`src/rtl/bcd_serial_adder_pkg.sv`:
```
// Shared BCD constants, FSM state encoding and digit-validity helper for the
// digit-serial BCD adder.
package bcd_serial_adder_pkg;

    localparam int BCD_W = 4;
    localparam logic [BCD_W-1:0] BCD_MAX  = 4'd9;
    localparam logic [BCD_W-1:0] BCD_CORR = 4'd6;
    localparam logic [BCD_W-1:0] BCD_ONE  = 4'd1;

    typedef enum logic [1:0] {
        ST_IDLE  = 2'd0,
        ST_RUN   = 2'd1,
        ST_CARRY = 2'd2
    } state_t;

    function automatic logic bcd_invalid(input logic [BCD_W-1:0] d);
        return (d > BCD_MAX);
    endfunction

endpackage

```
`src/rtl/bcd_serial_adder_digit_add.sv`:
```
// Combinational single-digit BCD adder: binary add, then +6 correction when the
// binary sum exceeds 9.
module bcd_digit_add
    import bcd_serial_adder_pkg::*;
(
    input  logic [BCD_W-1:0] a,
    input  logic [BCD_W-1:0] b,
    input  logic             cin,
    output logic [BCD_W-1:0] digit,
    output logic             cout
);

    logic [BCD_W:0] sum_s;
    logic [BCD_W:0] corr_s;

    // Binary sum and decimal correction; only the low nibble of corr_s is used,
    // so its wrap for large invalid-digit sums is harmless.
    always_comb begin
        sum_s  = {1'b0, a} + {1'b0, b} + {{BCD_W{1'b0}}, cin};
        corr_s = sum_s + {1'b0, BCD_CORR};
        if (sum_s > {1'b0, BCD_MAX}) begin
            digit = corr_s[BCD_W-1:0];
            cout  = 1'b1;
        end else begin
            digit = sum_s[BCD_W-1:0];
            cout  = 1'b0;
        end
    end

endmodule

```
`src/rtl/bcd_serial_adder.sv`:
```
// Digit-serial BCD adder, LSD first, with a single registered output slot and
// an extra final-carry digit emitted from the CARRY state.
module bcd_serial_adder
    import bcd_serial_adder_pkg::*;
#(
    parameter int IDX_W = 3
) (
    input  logic             clk,
    input  logic             rst_n,
    input  logic             in_valid,
    output logic             in_ready,
    input  logic [BCD_W-1:0] in_a,
    input  logic [BCD_W-1:0] in_b,
    input  logic             in_last,
    output logic             out_valid,
    input  logic             out_ready,
    output logic [BCD_W-1:0] out_digit,
    output logic             out_last,
    output logic [IDX_W-1:0] out_idx,
    output logic             out_err
);

    state_t             state_q,     state_d;
    logic               carry_q,     carry_d;
    logic [IDX_W-1:0]   idx_q,       idx_d;
    logic               out_valid_q, out_valid_d;
    logic [BCD_W-1:0]   out_digit_q, out_digit_d;
    logic               out_last_q,  out_last_d;
    logic [IDX_W-1:0]   out_idx_q,   out_idx_d;
    logic               out_err_q,   out_err_d;

    logic               acc_s;
    logic               pop_s;
    logic               slot_free_s;
    logic [BCD_W-1:0]   sum_digit_s;
    logic               sum_cout_s;

    bcd_digit_add u_digit_add (
        .a     (in_a),
        .b     (in_b),
        .cin   (carry_q),
        .digit (sum_digit_s),
        .cout  (sum_cout_s)
    );

    assign slot_free_s = !out_valid_q || out_ready;
    assign in_ready    = (state_q != ST_CARRY) && slot_free_s;
    assign acc_s       = in_valid && in_ready;
    assign pop_s       = out_valid_q && out_ready;

    assign out_valid = out_valid_q;
    assign out_digit = out_digit_q;
    assign out_last  = out_last_q;
    assign out_idx   = out_idx_q;
    assign out_err   = out_err_q;

    // Next-state logic for the FSM, carry/index counters and output slot.
    always_comb begin
        state_d     = state_q;
        carry_d     = carry_q;
        idx_d       = idx_q;
        out_valid_d = out_valid_q;
        out_digit_d = out_digit_q;
        out_last_d  = out_last_q;
        out_idx_d   = out_idx_q;
        out_err_d   = out_err_q;

        case (state_q)
            ST_IDLE, ST_RUN: begin
                if (acc_s) begin
                    out_valid_d = 1'b1;
                    out_digit_d = sum_digit_s;
                    out_idx_d   = idx_q;
                    out_err_d   = bcd_invalid(in_a) || bcd_invalid(in_b);
                    out_last_d  = in_last && !sum_cout_s;
                    if (!in_last) begin
                        state_d = ST_RUN;
                        carry_d = sum_cout_s;
                        idx_d   = idx_q + IDX_W'(1);
                    end else if (sum_cout_s) begin
                        // Carry out of the MSD becomes its own digit next.
                        state_d = ST_CARRY;
                        carry_d = 1'b0;
                        idx_d   = idx_q + IDX_W'(1);
                    end else begin
                        state_d = ST_IDLE;
                        carry_d = 1'b0;
                        idx_d   = {IDX_W{1'b0}};
                    end
                end else if (pop_s) begin
                    out_valid_d = 1'b0;
                end else begin
                    out_valid_d = out_valid_q;
                end
            end
            ST_CARRY: begin
                if (slot_free_s) begin
                    out_valid_d = 1'b1;
                    out_digit_d = BCD_ONE;
                    out_last_d  = 1'b1;
                    out_err_d   = 1'b0;
                    out_idx_d   = idx_q;
                    state_d     = ST_IDLE;
                    carry_d     = 1'b0;
                    idx_d       = {IDX_W{1'b0}};
                end else begin
                    state_d = ST_CARRY;
                end
            end
            default: begin
                state_d     = ST_IDLE;
                carry_d     = 1'b0;
                idx_d       = {IDX_W{1'b0}};
                out_valid_d = 1'b0;
            end
        endcase
    end

    // State and output-slot registers with asynchronous reset.
    always_ff @(posedge clk or negedge rst_n) begin
        if (!rst_n) begin
            state_q     <= ST_IDLE;
            carry_q     <= 1'b0;
            idx_q       <= {IDX_W{1'b0}};
            out_valid_q <= 1'b0;
            out_digit_q <= {BCD_W{1'b0}};
            out_last_q  <= 1'b0;
            out_idx_q   <= {IDX_W{1'b0}};
            out_err_q   <= 1'b0;
        end else begin
            state_q     <= state_d;
            carry_q     <= carry_d;
            idx_q       <= idx_d;
            out_valid_q <= out_valid_d;
            out_digit_q <= out_digit_d;
            out_last_q  <= out_last_d;
            out_idx_q   <= out_idx_d;
            out_err_q   <= out_err_d;
        end
    end

endmodule

```
`config.mk`:
```
export PLATFORM = sky130hd
export DESIGN_NAME = bcd_serial_adder
export DESIGN_NICKNAME = d
export VERILOG_FILES = /design/src/rtl/bcd_serial_adder_pkg.sv /design/src/rtl/bcd_serial_adder_digit_add.sv /design/src/rtl/bcd_serial_adder.sv
export SDC_FILE = /design/constraint.sdc
export NUM_CORES = 1
export LEC_CHECK = 0
export CORE_MARGIN = 2
export CORE_UTILIZATION = 40
export DETAILED_ROUTE_END_ITERATION = 10
export PLACE_DENSITY = 0.78
export SETUP_SLACK_MARGIN = 0.15
export SYNTH_ARGS = -nofsm -noshare
export SYNTH_HDL_FRONTEND = slang
export SYNTH_SLANG_ARGS = --single-unit
```
`constraint.sdc`:
```
create_clock -name clk -period 2.5 [get_ports clk]
set_input_delay 0.5 -clock clk [delete_from_list [all_inputs] [get_ports clk]]
set_output_delay 0.5 -clock clk [all_outputs]
set_load 0.02 [all_outputs]
```
## Yosys cells after proc, flatten, opt, wreduce, memory -nomap -nowiden

Index checks and enable logic that the tools add are counted.

- Bits in writable memories: 0
- Latch bits: 0
- Bits in read-only memories: 0
- Word-level logic and storage cells: 65
- Register bits after elaboration: 16
- Memories kept: 0

- Multiply operators: 0
- Order comparisons: 3
- Shifts and indexed selects: 0
- Eq/ne operators: 6
- Reductions and logical operators: 14
- Div/mod/pow operators: 0
- Multiplexer cells: 30
- Add/sub/neg operators: 4
- Bitwise logic cells: 0

Operator list:

| cell | count |
|---|---|
| 3-bit two-way mux | 6 |
| 4-bit two-way mux | 3 |
| 3-bit case mux with 2 select lines | 2 |
| 1-bit two-way mux | 9 |
| 4-bit > comparator, second input constant | 2 |
| 2-bit two-way mux | 4 |
| 1-bit case mux with 2 select lines | 4 |
| 4-bit case mux with 2 select lines | 1 |
| 2-bit != test, second input constant | 3 |
| 4-bit by 4-bit adder with 5-bit output | 1 |
| 5-bit by 1-bit adder with 5-bit output | 1 |
| 5-bit by 4-bit > comparator with 1-bit output, second input constant | 1 |
| 4-bit by 3-bit adder with 4-bit output, second input constant | 1 |
| 1-bit logical AND | 4 |
| 2-bit case mux with 2 select lines | 1 |
| 2-bit AND reduction | 2 |
| 3-bit by 1-bit adder with 3-bit output, second input constant | 1 |
| 3-bit != test, second input constant | 1 |
| 3-bit AND reduction | 1 |
| 2-bit by 1-bit equality test with 1-bit output, second input constant | 1 |
| 2-bit equality test, second input constant | 1 |
| 1-bit logical NOT | 2 |
| 2-bit logical NOT | 1 |
| 1-bit logical OR | 2 |
| 2 further kinds | 2 |

## Longest topological paths before layout

Gate-level depths: netlist (run 1).

- Depth after elaboration: 8
- Gate-level depth with buffers: 9
- Mapped depth without buffers: 9

## By module

A second synthesis (run 1) with hierarchy kept.

- Cell total of the unflattened synthesis: 87
- Area total of the unflattened synthesis: 962.2 um2

By module, submodules not included:

| module | instances | seq. area each (um2) | cells an instance | area an instance (um2) |
|---|---|---|---|---|
| bcd_serial_adder | 1 | 400.4 | 65 | 750.7 |
| bcd_digit_add | 1 | 0.0 | 22 | 211.5 |

## Least setup slack after synthesis (run 1)

OpenSTA, ideal clock, no wires.

- Path kind: input -> register
- Start: input in_a[0]
- End: register out_digit_q[2], in the netlist out_digit[2]
- Buffers on the path: 0
- Setup time: 0.069 ns
- Path slack: -0.181 ns
- Data arrival time: 2.612 ns
- Cell stages on the path: 9
- Cells stage by stage: fa_1 fa_1 xnor2_1 ha_1 nor2b_1 a31o_2 nor3_4 or4_1 nand3_1

- Longest elaborated chain between the ends: 6

RTL lines:

| what | line | source |
|---|---|---|
| start: declaration | bcd_serial_adder.sv:12 | `input logic [BCD_W-1:0] in_a,` |
| 4-bit by 4-bit adder with 5-bit output * | bcd_serial_adder_digit_add.sv:19 | `sum_s = {1'b0, a} + {1'b0, b} + {{BCD_W{1'b0}}, cin};` |
| 5-bit by 1-bit adder with 5-bit output * | bcd_serial_adder_digit_add.sv:19 |  |
| 4-bit by 3-bit adder with 4-bit output / 5-bit by 4-bit > comparator with 1-bit output (equally long branches) | bcd_serial_adder_digit_add.sv:20, bcd_serial_adder_digit_add.sv:21 |  |
| 4-bit two-way mux * | bcd_serial_adder_digit_add.sv:21 | `if (sum_s > {1'b0, BCD_MAX}) begin` |
| 4-bit two-way mux * | bcd_serial_adder.sv:70 | `if (acc_s) begin` |
| 4-bit case mux with 2 select lines * | bcd_serial_adder.sv:68 | `case (state_q)` |
| end signal: assignment | bcd_serial_adder.sv:126 | `out_digit_q <= {BCD_W{1'b0}};` |
| end signal: assignment | bcd_serial_adder.sv:135 | `out_digit_q <= out_digit_d;` |
| end: declaration | bcd_serial_adder.sv:27 | `logic [BCD_W-1:0] out_digit_q, out_digit_d;` |

Mark *: on every way between the ends. The rest lies on a longest branch, timed or not. The select of a mux whose other input is x is not followed.
A chain may end at the register's enable or synchronous reset.

## Worst setup path after layout (run 1)

- Start: register carry_q
- End: register out_digit_q[2], in the netlist out_digit[2]

- Longest elaborated chain between the ends: 5

RTL lines:

| what | line | source |
|---|---|---|
| start: declaration | bcd_serial_adder.sv:24 | `logic carry_q, carry_d;` |
| start signal: assignment | bcd_serial_adder.sv:132 | `carry_q <= carry_d;` |
| 5-bit by 1-bit adder with 5-bit output * | bcd_serial_adder_digit_add.sv:19 |  |
| 4-bit by 3-bit adder with 4-bit output / 5-bit by 4-bit > comparator with 1-bit output (equally long branches) | bcd_serial_adder_digit_add.sv:20, bcd_serial_adder_digit_add.sv:21 |  |
| 4-bit two-way mux * | bcd_serial_adder_digit_add.sv:21 |  |
| 4-bit two-way mux * | bcd_serial_adder.sv:70 |  |
| 4-bit case mux with 2 select lines * | bcd_serial_adder.sv:68 |  |

Marks and branches as above.

==> results of run 1 <==
per-stage QoR:
| stage | hold WS, ps | utilization | cell area, sq um | setup slack, ps | setup TNS, ps |
|---|---|---|---|---|---|
| 2_1_floorplan | 204 | - | 972 | -105 | -607 |
| 3_3_place_gp | 464 | 0.579 | 1290 | -627 | -5260 |
| 4_1_cts | 493 | 0.608 | 1360 | -117 | -613 |
| 5_1_grt | 533 | 0.632 | 1410 | -228 | -1210 |
| 3_5_place_dp | 471 | 0.579 | 1290 | -715 | -5960 |
| 6_report | 488 | 0.632 | 1410 | -159 | -261 |
what timing repair did:
action | CTS | global route
pin swaps | 9 | 8
buffers inserted | 2 | 5
setup endpoints to repair | 9 | 9
gates cloned | 0 | 0
resized for setup | 10 | 5
metal layers:
| layer | global-route usage | routed length, um |
|---|---|---|
| met1 | 0.193 | 865 |
| met2 | 0.315 | 1140 |
| met3 | 0.0343 | 77 |
| met4 | 0.0641 | 21 |
| met5 | 0 | 0 |
registers in the layout, summed over array words and instances (netlist names):
register / cells
carry_q: 1
idx_q: 3
out_digit: 4
out_err: 1
out_idx: 3
out_last: 1
out_valid: 1
state_q: 2
worst reg2reg max path, cell delays in order (launching register included):
cell	delay (ps)
dfrtp_1	430
fa_2	360
fa_2	400
xnor2_4	220
ha_4	170
nor2b_4	140
a31o_4	120
nor3_4	60
buf_4	150
or4_1	460
nand3_1	100
path summary, 6_finish.rpt:
| path | start | endpoint | slack (ps) | cells after the start |
|---|---|---|---|---|
| worst max-delay path | carry_q | out_digit[2] | -160 | 10 |
| worst min-delay path | out_err | out_err | 490 | 1 |
| worst max register to register | carry_q | out_digit[2] | -160 | 10 |
| worst min register to register | out_err | out_err | 490 | 1 |
| max in group asynchronous | rst_n | idx_q[1] | 1420 | 1 |
| min in group asynchronous | rst_n | out_idx[2] | 630 | 1 |
cell families after synthesis:
logic type	Yosys count	share of synthesized area
AOI/OAI and AO/OA	28	0.193
buffers and inverters	5	0.0198
adders and majority gates	7	0.108
xor gates and xnor gates	1	0.00925
and+or+nand+nor	36	0.201
DFF	16	0.423
muxes	4	0.0462
area by class of cell:
cell class / instances / area, sq um
Clock buffer: 4 / 36.3
Multi-Input combinational cell: 76 / 587
Tap cell: 28 / 35.0
Sequential cell: 16 / 400
Timing Repair Buffer: 38 / 338
Fill cell: 203 / 822
Inverter: 4 / 15.0
power by group:
part / switching (W) / internal (W) / total [W]
Clock: 0.0000818 / 0.0000886 / 0.000170
Sequential: 0.0000685 / 0.000357 / 0.000426
Combinational: 0.000317 / 0.000374 / 0.000691
Total: 0.000467 / 0.000820 / 0.00129
Yosys cell counts:
cell       count  area share
o21ai_2        1      0.0092
mux2_2         3       0.036
or4_1          1      0.0079
nor3_1         2       0.011
o21ai_0        7       0.037
nand2b_1       4       0.026
o22ai_1        1      0.0066
a22oi_1        1      0.0079
fa_1           2       0.042
nor2_1         7       0.028
mux2i_1        1       0.011
a31o_2         1      0.0092
nand2_1       10       0.040
a21o_2         2       0.018
a21o_1         2       0.016
and3_1         1      0.0066
a2bb2oi_1      1      0.0092
a21oi_1        6       0.032
o21bai_1       1      0.0079
clkbuf_1       1      0.0040
nor3_4         1       0.017
nand3_1        2       0.011
dfrtp_1       16        0.42
xnor2_1        1      0.0092
ha_1           5       0.066
inv_1          4       0.016
nand3b_1       1      0.0079
and2_1         1      0.0066
or2_2          2       0.013
o31ai_1        3       0.024
o21a_1         2       0.016
nor2b_1        4       0.026
==> metrics.txt, run 1 <==
most common cell after layout, fill and taps aside=clkdlybuf4s50_1; status=finished with violations; final setup violation count=5; Inserted Clock Buffers=3; Crit Path Class=register to register; CP required=2720 ps; initial drt markers=9; maximum VDD drop=0.000532 V; Syn Area/Cell=slightly below 10 sq um; worst skew pair latency=280 ps; Worst Path Arrival=2880 ps; Worst-path clk slew=approximately 100 ps; Peak Freq=0.376 GHz; WL final=2110 um; layout cells sized above 1=0.275; Tot GR Track Use=0.172; total number of vias=857; CP max stage cell=or4_1; min Tclk post-route=2660 ps; FP Rows=17; DRC=0; TritonRoute pass-1 iters=4; cell mode on critical path=fa_2; ant diodes=0; RSZ-0062 raised after global routing=true; Detail Placement HPWL=1610 um; Inst Count DP=155; Seq/Total Area, Yosys=0.423; Period Utilization, post-route=1.06; Routability Congestion=0.842; Hold Path Class=register to register; CP Launch Type=register; Hold Fails Final Rpt=0; Clock Root Buffer=clkbuf_4; Syn. warnings=0; leakage=~0.64 nW; # hold bufs at CTS=0; slowest stage delay, CP=460 ps; CP max FO=5; critical-path cell list=fa_2 > fa_2 > xnor2_4 > ha_4 > nor2b_4 > a31o_4 > nor3_4 > buf_4 > or4_1 > nand3_1; Tot Pwr=0.00129 W; failing checks=negative setup slack; most frequent cells in the layout=clkdlybuf4s50_1 (21), dfrtp_1 (16), buf_4 (15); Buf/Inv on CP=1; vias per cell=roughly 5.2; I/O pin count=24; post-synthesis register bit count=16; clk buf depth=2; synthesized area=947 sq um; MaxCap Viol Count=0; first-pass GRT wire length=3420 um; Die Span Y=52.7 um; total gr overflow=0; Final WS setup=-159 ps; antenna violations before repair=0; Initial Util=0.424; post-route ant nets=0; Final Skew=4.22 ps; CTS sink count=16; vias in the first global route=810; WL per Instance=12.7 um; Post-Syn Nets=117; PortBufs=23; Layout area overhead=49.0%; Slew @ Worst Pin=709 ps; final cell count without fillers=166; Slew Limit Fails=0; pwr/cell area=912 mW/mm^2; CTS tree=built; Synth cell types=32; H-Tree Depth=1; gate count after technology mapping=97; relative slew slack=0.526; Layout Nets=159; core area=about 0.0022 sq mm; Die X=52.7 um; die area=0.00277 sq mm; largest net degree at the start of global routing=17; Largest delay share family, worst path=adder cells; CP Capture Type=register
No activity file was read; power rests on OpenSTA's default activity.
==> run 2: changes to the inputs <==
--- a/config.mk
+++ b/config.mk
@@ -6,9 +6,10 @@
 export NUM_CORES = 1
 export LEC_CHECK = 0
 export CORE_MARGIN = 2
-export CORE_UTILIZATION = 40
+export CORE_UTILIZATION = 43
 export DETAILED_ROUTE_END_ITERATION = 10
-export PLACE_DENSITY = 0.78
+export PLACE_DENSITY = 0.82
+export REMOVE_ABC_BUFFERS = 1
 export SETUP_SLACK_MARGIN = 0.15
 export SYNTH_ARGS = -nofsm -noshare
 export SYNTH_HDL_FRONTEND = slang
==> run 2 against run 1 <==
Net effect: highest routed layer unchanged; cell count is the same; worst hold slack gained 7.2 ps; register-to-register slack gained 110 ps; design area rose by 1.2%; the run still ends with negative setup slack left; clock power increased by 5%; clock-buffer cell count stayed put; total power grew 3.5%.
==> metrics.txt, run 2 (synthesized netlist as in run 1, its figures left out) <==
Hold WS=495 ps; antenna violations before repair=0; Critical Path Start=carry_q; clk buf depth=2; status=finished with violations; core area=a little over 0.002 sq mm; I/O pin count=24; Routability Congestion=~0.86; most common cell after layout, fill and taps aside=clkdlybuf4s50_1; failing checks=negative setup slack; RSZ-0062 raised after global routing=true; die area=0.00259 sq mm; Buf/Inv on CP=1; Initial Util=0.468; initial drt markers=13; relative slew slack=0.529; setup_tns=-125 ps; Finished Cell Area=0.00143 sq mm; slowest stage delay, CP=roughly 560 ps; pwr/cell area=between 900 and 1000 mW/mm^2; CP max stage cell=fa_2; Final WS setup=-51.3 ps; Worst-path clk slew=100 ps; Die Span Y=between 50 and 60 um; CP endpoint=out_last; Period Utilization, post-route=1.02; most frequent cells in the layout=clkdlybuf4s50_1 (20), dfrtp_1 (16), buf_4 (15); reg-to-reg slack, setup=-50 ps; ant diodes=0; TritonRoute pass-1 iters=4; post-route ant nets=0; final setup violation count=4; CP Depth=9; Largest register FFs=4; total number of vias=879; cell mode on critical path=fa_2; worst skew pair latency=310 ps; Crit Reg-Reg Endpoint=out_last; leakage=0.656 nW; Slew @ Worst Pin=between 700 and 800 ps; Tot GR Track Use=0.186; Crit Path Class=register to register; Clock Root Buffer=clkbuf_4; # hold bufs at CTS=0; PortBufs=23; Detail Placement HPWL=~1600 um; DP Area=0.00127 sq mm; MaxCap Viol Count=0; WL per Instance=14.0 um; vias in the first global route=822; Hold Path Class=register to register; first-pass GRT wire length=3600 um; Inserted Clock Buffers=3; FP Rows=16; Layout Nets=160; Largest delay share family, worst path=adder cells; maximum VDD drop=0.000571 V; CTS tree=built; layout cells sized above 1=0.302; CP Launch Type=register; critical-path cell list=fa_2 > fa_2 > inv_2 > ha_4 > nor2b_4 > a31o_4 > nor3_4 > o21bai_2 > a2bb2oi_1; vias per cell=5.30; worst r2r path cells=9; largest net degree at the start of global routing=17; worst r2r src=carry_q; Slew Limit Fails=0; final cell count without fillers=166; CP Capture Type=register; WL final=2330 um; CP required=between 2000 and 3000 ps; total gr overflow=0; CP max FO=6; DRC=0; Layout area overhead=50.9%; Peak Freq=0.392 GHz; Inst Count DP=154; CTS sink count=16; min Tclk post-route=2550 ps; Final Skew=8.65 ps; Worst Path Arrival=between 2000 and 3000 ps; H-Tree Depth=1; Util after Layout=0.707; Die X=50.9 um; Hold Fails Final Rpt=0
-- run 2: worst min-delay path by stage --
| stage | cells past startpoint | start | to | slack (ps) |
|---|---|---|---|---|
| detailed placement | 1 | out_err | out_err | 470 |
| floorplan | 0 | rst_n | carry_q | 200 |
| CTS | 1 | out_err | out_err | 490 |
| global route | 1 | out_err | out_err | 510 |
| global placement | 1 | out_err | out_err | 460 |
| finish | 1 | out_err | out_err | 490 |
-- run 2: through the flow --
stage          setup WS [ps]  power, W
5_1_grt                 -137   0.00141
3_3_place_gp            -693   0.00101
4_1_cts                 -157   0.00128
2_1_floorplan           -181  0.000767
6_report               -51.3   0.00133
3_5_place_dp            -780   0.00103
-- run 2: report_power, final --
group          total, W  internal, W  switching, W
combinational  0.000725     0.000386      0.000339
sequential     0.000428     0.000357     0.0000706
clock          0.000179    0.0000891     0.0000901
total           0.00133     0.000833      0.000499
-- run 2: worst register-to-register path, delay by kind of cell, from the launching register on --
kind,cells,cell delay [ps]
flops,1,410
compound gates,3,520
fa+ha+maj,3,1070
buf+inv,1,60
simple gates,2,370
-- run 2: routing by layer --
metal,wire (um),global-route usage
met4,35,0.0811
met5,0,0
met2,1240,0.318
met3,88,0.0175
met1,965,0.237
-- run 2: timing repair --
action / in CTS / in global routing
gates resized for setup: 13 / 12
endpoints found under the setup margin: 9 / 10
pin swaps: 11 / 14
hold endpoints to repair: 0 / 0
buffers inserted: 5 / 3
-- run 2: cell type report --
type	count	area, sq um
Inverter	4	15.0
Tap cell	27	33.8
Sequential cell	16	400
Timing Repair Buffer	39	347
Multi-Input combinational cell	76	597
Fill cell	148	593
Clock buffer	4	36.3
==> run 3: changes to the inputs <==
--- a/config.mk
+++ b/config.mk
@@ -5,6 +5,7 @@
 export SDC_FILE = /design/constraint.sdc
 export NUM_CORES = 1
 export LEC_CHECK = 0
+export ABC_AREA = 1
 export CORE_MARGIN = 2
 export CORE_UTILIZATION = 43
 export DETAILED_ROUTE_END_ITERATION = 10
==> run 3 against run 2 <==
Net effect: the run now ends clean; register-to-register slack better by 260 ps; critical path depth is 3 higher; utilization down 5.6 points; cell count up 17%; clock power decreased by 29%; flip-flop and latch count did not move; design area fell by 0.26%; synthesized cell count rose by 29%; clock-buffer cell count down 1; worst setup slack better by 260 ps; sequential share of layout area grew 0.074 points; clock skew decreased by 1.9 ps; largest cell class unchanged; largest power group unchanged; highest routed layer unchanged.
==> metrics.txt, run 3 <==
relative slew slack=0.543; Gate power share=0.586; Initial Util=0.447; Slew Limit Fails=0; leading cell type by number of instances after synthesis=nand2_1; DP Worst Slack=-513 ps; Period Utilization, post-route=0.915; post-route ant nets=0; worst skew pair latency=around 280 ps; status=complete, no violations; switching power=around 0.00057 W; CP Launch Type=register; DP Area=0.00131 sq mm; Synth top cells by count=nand2_1 (43), nand3_1 (17), dfrtp_1 (16); layout cells sized above 1=0.257; DRC=0; Synth cell types=19; vias in the first global route=943; Final Skew=6.79 ps; Final WS setup=213 ps; die area=0.00267 sq mm; Pint=0.000800 W; Sequential cell area=approximately 400 sq um; Die Span Y=51.7 um; Hold Fails Final Rpt=0; depth of the worst hold-timing path=2; I/O pin count=24; worst r2r src=carry_q; initial drt markers=19; total number of vias=983; Clock Root Buffer=clkbuf_4; # hold bufs at CTS=0; Largest register FFs=4; RSZ-0062 raised after global routing=false; largest net degree at the start of global routing=17; pwr/cell area=959 mW/mm^2; PortBufs=23; TritonRoute pass-1 iters=4; Hold Path Class=register to register; Routability Congestion=0.812; Seq/Total Area, Yosys=0.409; vias per cell=5.04; Syn. warnings=0; core area=roughly 0.0022 sq mm; Main synth FF type=dfrtp_1; Detail Placement HPWL=1790 um; worst hold start=out_digit[2]; Sw Ratio=0.415; CP required=2670 ps; MaxCap Viol Count=0; Tot Pwr=0.00137 W; Yosys top cell area share=0.409; power share of the clock group=0.093; Synth area leader=dfrtp_1; most frequent cells in the layout=nand2_1 (38), clkdlybuf4s50_1 (20), dfrtp_1 (16), buf_4 (16), nand3_1 (15); leakage=0.735 nW; total gr overflow=0; fillers=between 150 and 200; H-Tree Depth=1; synthesized area=978 sq um; most common cell after layout, fill and taps aside=nand2_1; Finished Cell Area=~0.0014 sq mm; Tot GR Track Use=0.200; area of the multi-input gates=564 sq um; CP Capture Type=register; first-pass GRT wire length=3950 um; Crit Path Class=register to register; Slew @ Worst Pin=683 ps; Layout area overhead=45.7%; Peak Freq=0.437 GHz; Worst Path Arrival=2460 ps; Syn Area/Cell=7.83 sq um; worst r2r path cells=12; ant diodes=0; CTS sink count=16; min Tclk post-route=approximately 2300 ps; Worst-path clk slew=80 ps; reg-to-reg slack, setup=210 ps; Inserted Clock Buffers=3; WL per Instance=roughly 12 um; clk buf depth=2; gate count after technology mapping=125; antenna violations before repair=0; Hold WS=472 ps; CP max FO=5; Hold EP=out_digit[2]; CTS tree=built; post-synthesis register bit count=16; FP Rows=17; Post-synth EDFFs=0; top cells by area, synth=dfrtp_1 (41%), nand2_1 (16%), nand3_1 (8.7%), ha_1 (6.4%), inv_1 (5.4%); Die X=51.7 um; Layout Nets=189; Crit Reg-Reg Endpoint=out_digit[2]; Async S/R FF share, synth=1.00; Seq pwr share=0.322; WL final=2430 um; maximum VDD drop=roughly 0.00045 V; final setup violation count=0
-- run 3: worst max-delay path, stage by stage, from the launching register on --
cell,delay (ps)
dfrtp_1,410
fa_2,360
fa_2,560
inv_2,60
ha_4,160
inv_2,60
nor2_2,40
a21oi_2,120
nand2_2,100
nand2_2,130
nand2_2,60
nand3_1,80
nand2_1,50
-- run 3: area by class of cell --
class,instances,area share
Timing Repair Buffer,39,0.241
Multi-Input combinational cell,93,0.396
Clock buffer,3,0.0158
Inverter,16,0.0421
Sequential cell,16,0.281
Tap cell,28,0.0246
-- run 3: power groups by stage --
stage | Clock, W | Combinational [W] | Sequential (W)
after floorplan | 0 | 0.000310 | 0.000522
after global placement | 0 | 0.000670 | 0.000443
after detailed placement | 0 | 0.000690 | 0.000445
after CTS | 0.000130 | 0.000746 | 0.000443
after global routing | 0.000140 | 0.000881 | 0.000452
final | 0.000127 | 0.000801 | 0.000440
-- run 3: worst max-delay path by stage --
stage | slack [ps] | endpoint | from
after floorplan | 90 | out_digit[3] | in_a[0]
after global placement | -400 | out_digit[2] | in_a[0]
after detailed placement | -510 | out_digit[2] | in_a[0]
after CTS | 140 | out_digit[2] | carry_q
after global routing | 140 | out_digit[3] | carry_q
final | 210 | out_digit[2] | carry_q
-- run 3: layer usage --
| metal | track usage | part of all wire | wire length, um | vias up |
|---|---|---|---|---|
| li1 | - | - | - | 489 |
| met1 | 0.213 | 0.40 | 966 | 460 |
| met2 | 0.395 | 0.55 | 1340 | 30 |
| met3 | 0.00862 | 0.033 | 81 | 4 |
| met4 | 0.0965 | 0.017 | 41 | 0 |
| met5 | 0 | 0 | 0 | - |
-- run 3: per-stage QoR --
step | utilization | setup TNS (ps) | cells
after floorplan | - | 0 | 125
after global placement | 0.599 | -3260 | 185
after detailed placement | 0.599 | -4140 | 185
after CTS | 0.634 | 0 | 193
after global routing | 0.650 | 0 | 195
final | 0.650 | 0 | 195
-- run 3: timing repair --
| item | CTS | global route |
|---|---|---|
| buffers inserted | 5 | 2 |
| pin swaps | 7 | 8 |
| gates resized for setup | 10 | 12 |
| cloned | 0 | 0 |
| endpoints found under the setup margin | 9 | 10 |
-- run 3: logic make-up (layout without fill, tap and decap cells) --
family / after synthesis / after routing / share of synthesized area
AO/OA/AOI/OAI: 12 / 12 / 0.0754
XOR/XNOR: 1 / 1 / 0.00895
adder cells (fa/ha/maj): 7 / 7 / 0.105
buffers and inverters: 16 / 58 / 0.0614
flip-flops: 16 / 16 / 0.409
AND/OR/NAND/NOR: 73 / 73 / 0.340
==> edit 1: new RTL, flow settings as in run 1 <==
Encoding of `state_t`: now one-hot (3 bits for 3 states).
--- a/src/rtl/bcd_serial_adder_pkg.sv
+++ b/src/rtl/bcd_serial_adder_pkg.sv
@@ -7,10 +7,10 @@
     localparam logic [BCD_W-1:0] BCD_CORR = 4'd6;
     localparam logic [BCD_W-1:0] BCD_ONE  = 4'd1;
 
-    typedef enum logic [1:0] {
-        ST_IDLE  = 2'd0,
-        ST_RUN   = 2'd1,
-        ST_CARRY = 2'd2
+    typedef enum logic [2:0] {
+        ST_IDLE  = 3'b001,
+        ST_RUN   = 3'b010,
+        ST_CARRY = 3'b100
     } state_t;
 
     function automatic logic bcd_invalid(input logic [BCD_W-1:0] d);
Function: same outputs for any inputs over 10 cycles, from zero or initial values and one cycle with rst_n low; not proved beyond that.
==> edit 1 against run 1 <==
Count of clock-buffer cells in the layout unchanged. Cell area increased by 8.9%. Register-to-register slack better by 0.47 ns. Worst setup slack improved by 0.37 ns. Sequential cell count increased by 1. Via count is 29% higher. Total power is 11% higher. Sequential share of layout area fell by 0.60 points. Routed wire length grew 36%. Worst hold slack worse by 0.0011 ns. Area after synthesis up 23%. Largest cell class unchanged.
==> edit 1: results <==
export IMPL_critPathSlowestCell="fa_2"
export IMPL_viasPerCell=5.88
export IMPL_buf_share_pct=19.6
export IMPL_inverters=8
export IMPL_p_int_mw=0.829
export IMPL_status="finished, final reports clean"
export IMPL_synth_distinct_cells=44
export IMPL_path_class="in -> reg"
export IMPL_place_area_um2=1460
export IMPL_cp_startpoint="in_a[0]"
export IMPL_hold_ws_ns=0.487
export IMPL_power_frac_seq_pct=32.4
export IMPL_critPathArrivalTime_ns=2.46
export IMPL_synth_nets=147
export IMPL_ff2ff_path_depth=7
export IMPL_grt_pass1_vias=1074
export IMPL_max_stage_delay_ns=0.56
export IMPL_clockNetworkAreaShare_pct=1.71
export IMPL_skew_ns=0.00534
export IMPL_worstReg2RegEnd="out_last$_DFFE_PN0P_"
export IMPL_seq_power_mw=0.465
export IMPL_nNetsFinal=178
export IMPL_cts_num_sinks=17
export IMPL_power_combinational_mw=0.821
export IMPL_irDropWorstVdd_mv=0.499
export IMPL_tapCellCount=31
export IMPL_nNonClkBuffers=33
export IMPL_p_leak_nw=0.656
export IMPL_seq_share_pct=27.8
export IMPL_rrSetupSlack_ns=0.31
export IMPL_yosysSeqAreaShare_pct=36.5
export IMPL_drt_total_wl_mm=2.86
export IMPL_drtIter0Drc=36
export IMPL_comb_multi_input_count=95
export IMPL_synth_compound_area_share_pct=27.1
export IMPL_dp_worst_setup_slack_ns=-0.381
export IMPL_synth_area_mux_share_pct=0
export IMPL_grt_usage_pct=18.3
export IMPL_place_gp_congestion=0.875
export IMPL_yosys_top_cells_count="dfrtp_1, a21oi_1, inv_1, nor2_1"
export IMPL_drive_above_1_share_pct=15.9
export IMPL_post_dp_hpwl_mm=2.24
export IMPL_cp_max_fo=6
export IMPL_n_fill_cell=268
export IMPL_synth_xor_area_share_pct=3.00
[edit 1: kinds of logic after synthesis]
logic type               count (synthesis)
AO/OA/AOI/OAI                           45
AND/OR/NAND/NOR                         39
flip-flops                              17
buffers and inverters                   15
adder cells (fa/ha/maj)                  7
XOR/XNOR                                 4
[edit 1: per-layer routing]
| layer | GRT usage (%) | routed length (um) | vias to the layer above |
|---|---|---|---|
| met3 | 2.23 | 142 | 2 |
| met2 | 31.0 | 1490 | 35 |
| li1 | - | - | 536 |
| met5 | 0 | 0 | - |
| met1 | 24.4 | 1200 | 532 |
| met4 | 5.65 | 27 | 0 |
[edit 1: critical path, delay by kind of cell]
family | cells | cell delay, ns
fa+ha+maj | 2 | 0.97
buf+inv | 3 | 0.47
compound gates | 3 | 0.52
[edit 1: repair_timing]
action	CTS	global route
endpoints found under the hold margin	0	0
gates resized for setup	11	2
pin swaps	4	3
endpoints found under the setup margin	10	7
setup buffers	1	0
==> edit 2: new RTL, config.mk and constraints of run 1 <==
Without the edit above. Change the parameter `IDX_W` from 3 to 4.
--- a/src/rtl/bcd_serial_adder.sv
+++ b/src/rtl/bcd_serial_adder.sv
@@ -3,7 +3,7 @@
 module bcd_serial_adder
     import bcd_serial_adder_pkg::*;
 #(
-    parameter int IDX_W = 3
+    parameter int IDX_W = 4
 ) (
     input  logic             clk,
     input  logic             rst_n,
Interface: changed (resized out_idx); port bits go from 24 to 25. No check against the original RTL was run, so the function may have changed too.
==> edit 2 against run 1 <==
Area after synthesis up 14%. Die area is 13% higher. Clock skew is 0.0034 ns lower. Core utilization down 4.2 points. Cell area increased by 5.5%. Sequential cell count increased by 2. Routed wire length increased by 5.7%. Total power up 8.3%. Worst hold slack better by 0.0054 ns. The run still ends with negative setup slack left. Via count up 6.2%. Synthesized cell count grew 12%. Non-clock buffer count is 6 lower. Critical endpoint is now out_last$_DFFE_PN0P_. Worst setup slack lost 0.076 ns.
==> edit 2: results <==
export IMPL_grt_usage_pct=15.5
export IMPL_synth_area_leaders="dfrtp_1, ha_1, nand2_1"
export IMPL_inverters=5
export IMPL_synth_distinct_cells=36
export IMPL_place_area_um2=1400
export IMPL_drive_above_1_share_pct=19.9
export IMPL_finalSetupViolCount=9
export IMPL_stdcell_area_um2=1490
export IMPL_nNonClkBuffers=32
export IMPL_synth_compound_area_share_pct=20.4
export IMPL_layout_setup_ws_ns=-0.235
export IMPL_maxSlewHeadroom_pct=39.2
export IMPL_yosysSeqAreaShare_pct=41.6
export IMPL_finalSetupTns_ns=-1.57
export IMPL_syn_inst=109
export IMPL_numPortBuffers=24
export IMPL_post_dp_hpwl_mm=1.72
export IMPL_clkPwrFrac_pct=12.7
export IMPL_p_per_area_nw_per_um2=936
export IMPL_dp_worst_setup_slack_ns=-0.973
export IMPL_seq_share_pct=30.3
export IMPL_yosys_top_cells_count="dfrtp_1, nand2_1, a21oi_1, nor2_1, o21ai_1"
export IMPL_grt_pass1_vias=887
export IMPL_firstDrtPassIters=3
export IMPL_violations="negative setup slack"
export IMPL_status="complete, but fails checks"
export IMPL_net_switching_power_mw=0.522
==> edit 2: changes by cell type after synthesis, moves of 3 or more <==
cell     change
mux2_2       -3
nand2_1      +3
o31ai_1      -3
o21ai_0      -5
mux2_1       +4
o21ai_1      +7
==> edit 2: worst paths after layout <==
check,endpoint,slack [ns],depth (start not counted)
worst max-delay path,out_last$_DFFE_PN0P_,-0.24,10
worst min-delay path,out_err$_DFFE_PN0P_,0.49,1
worst max register to register,out_last$_DFFE_PN0P_,-0.23,9
worst min register to register,out_err$_DFFE_PN0P_,0.49,1
max in group asynchronous,state_q[1]$_DFFE_PN0N_,1.30,1
min in group asynchronous,idx_q[3]$_DFFE_PN0P_,0.66,1
==> edit 2: per-layer routing <==
metal	vias to the layer above	global-route usage [%]	wire length, um
met5	-	0	0
met4	0	8.16	27
met3	2	1.86	65
met2	18	28.2	1160
met1	440	17.5	978
li1	450	-	-
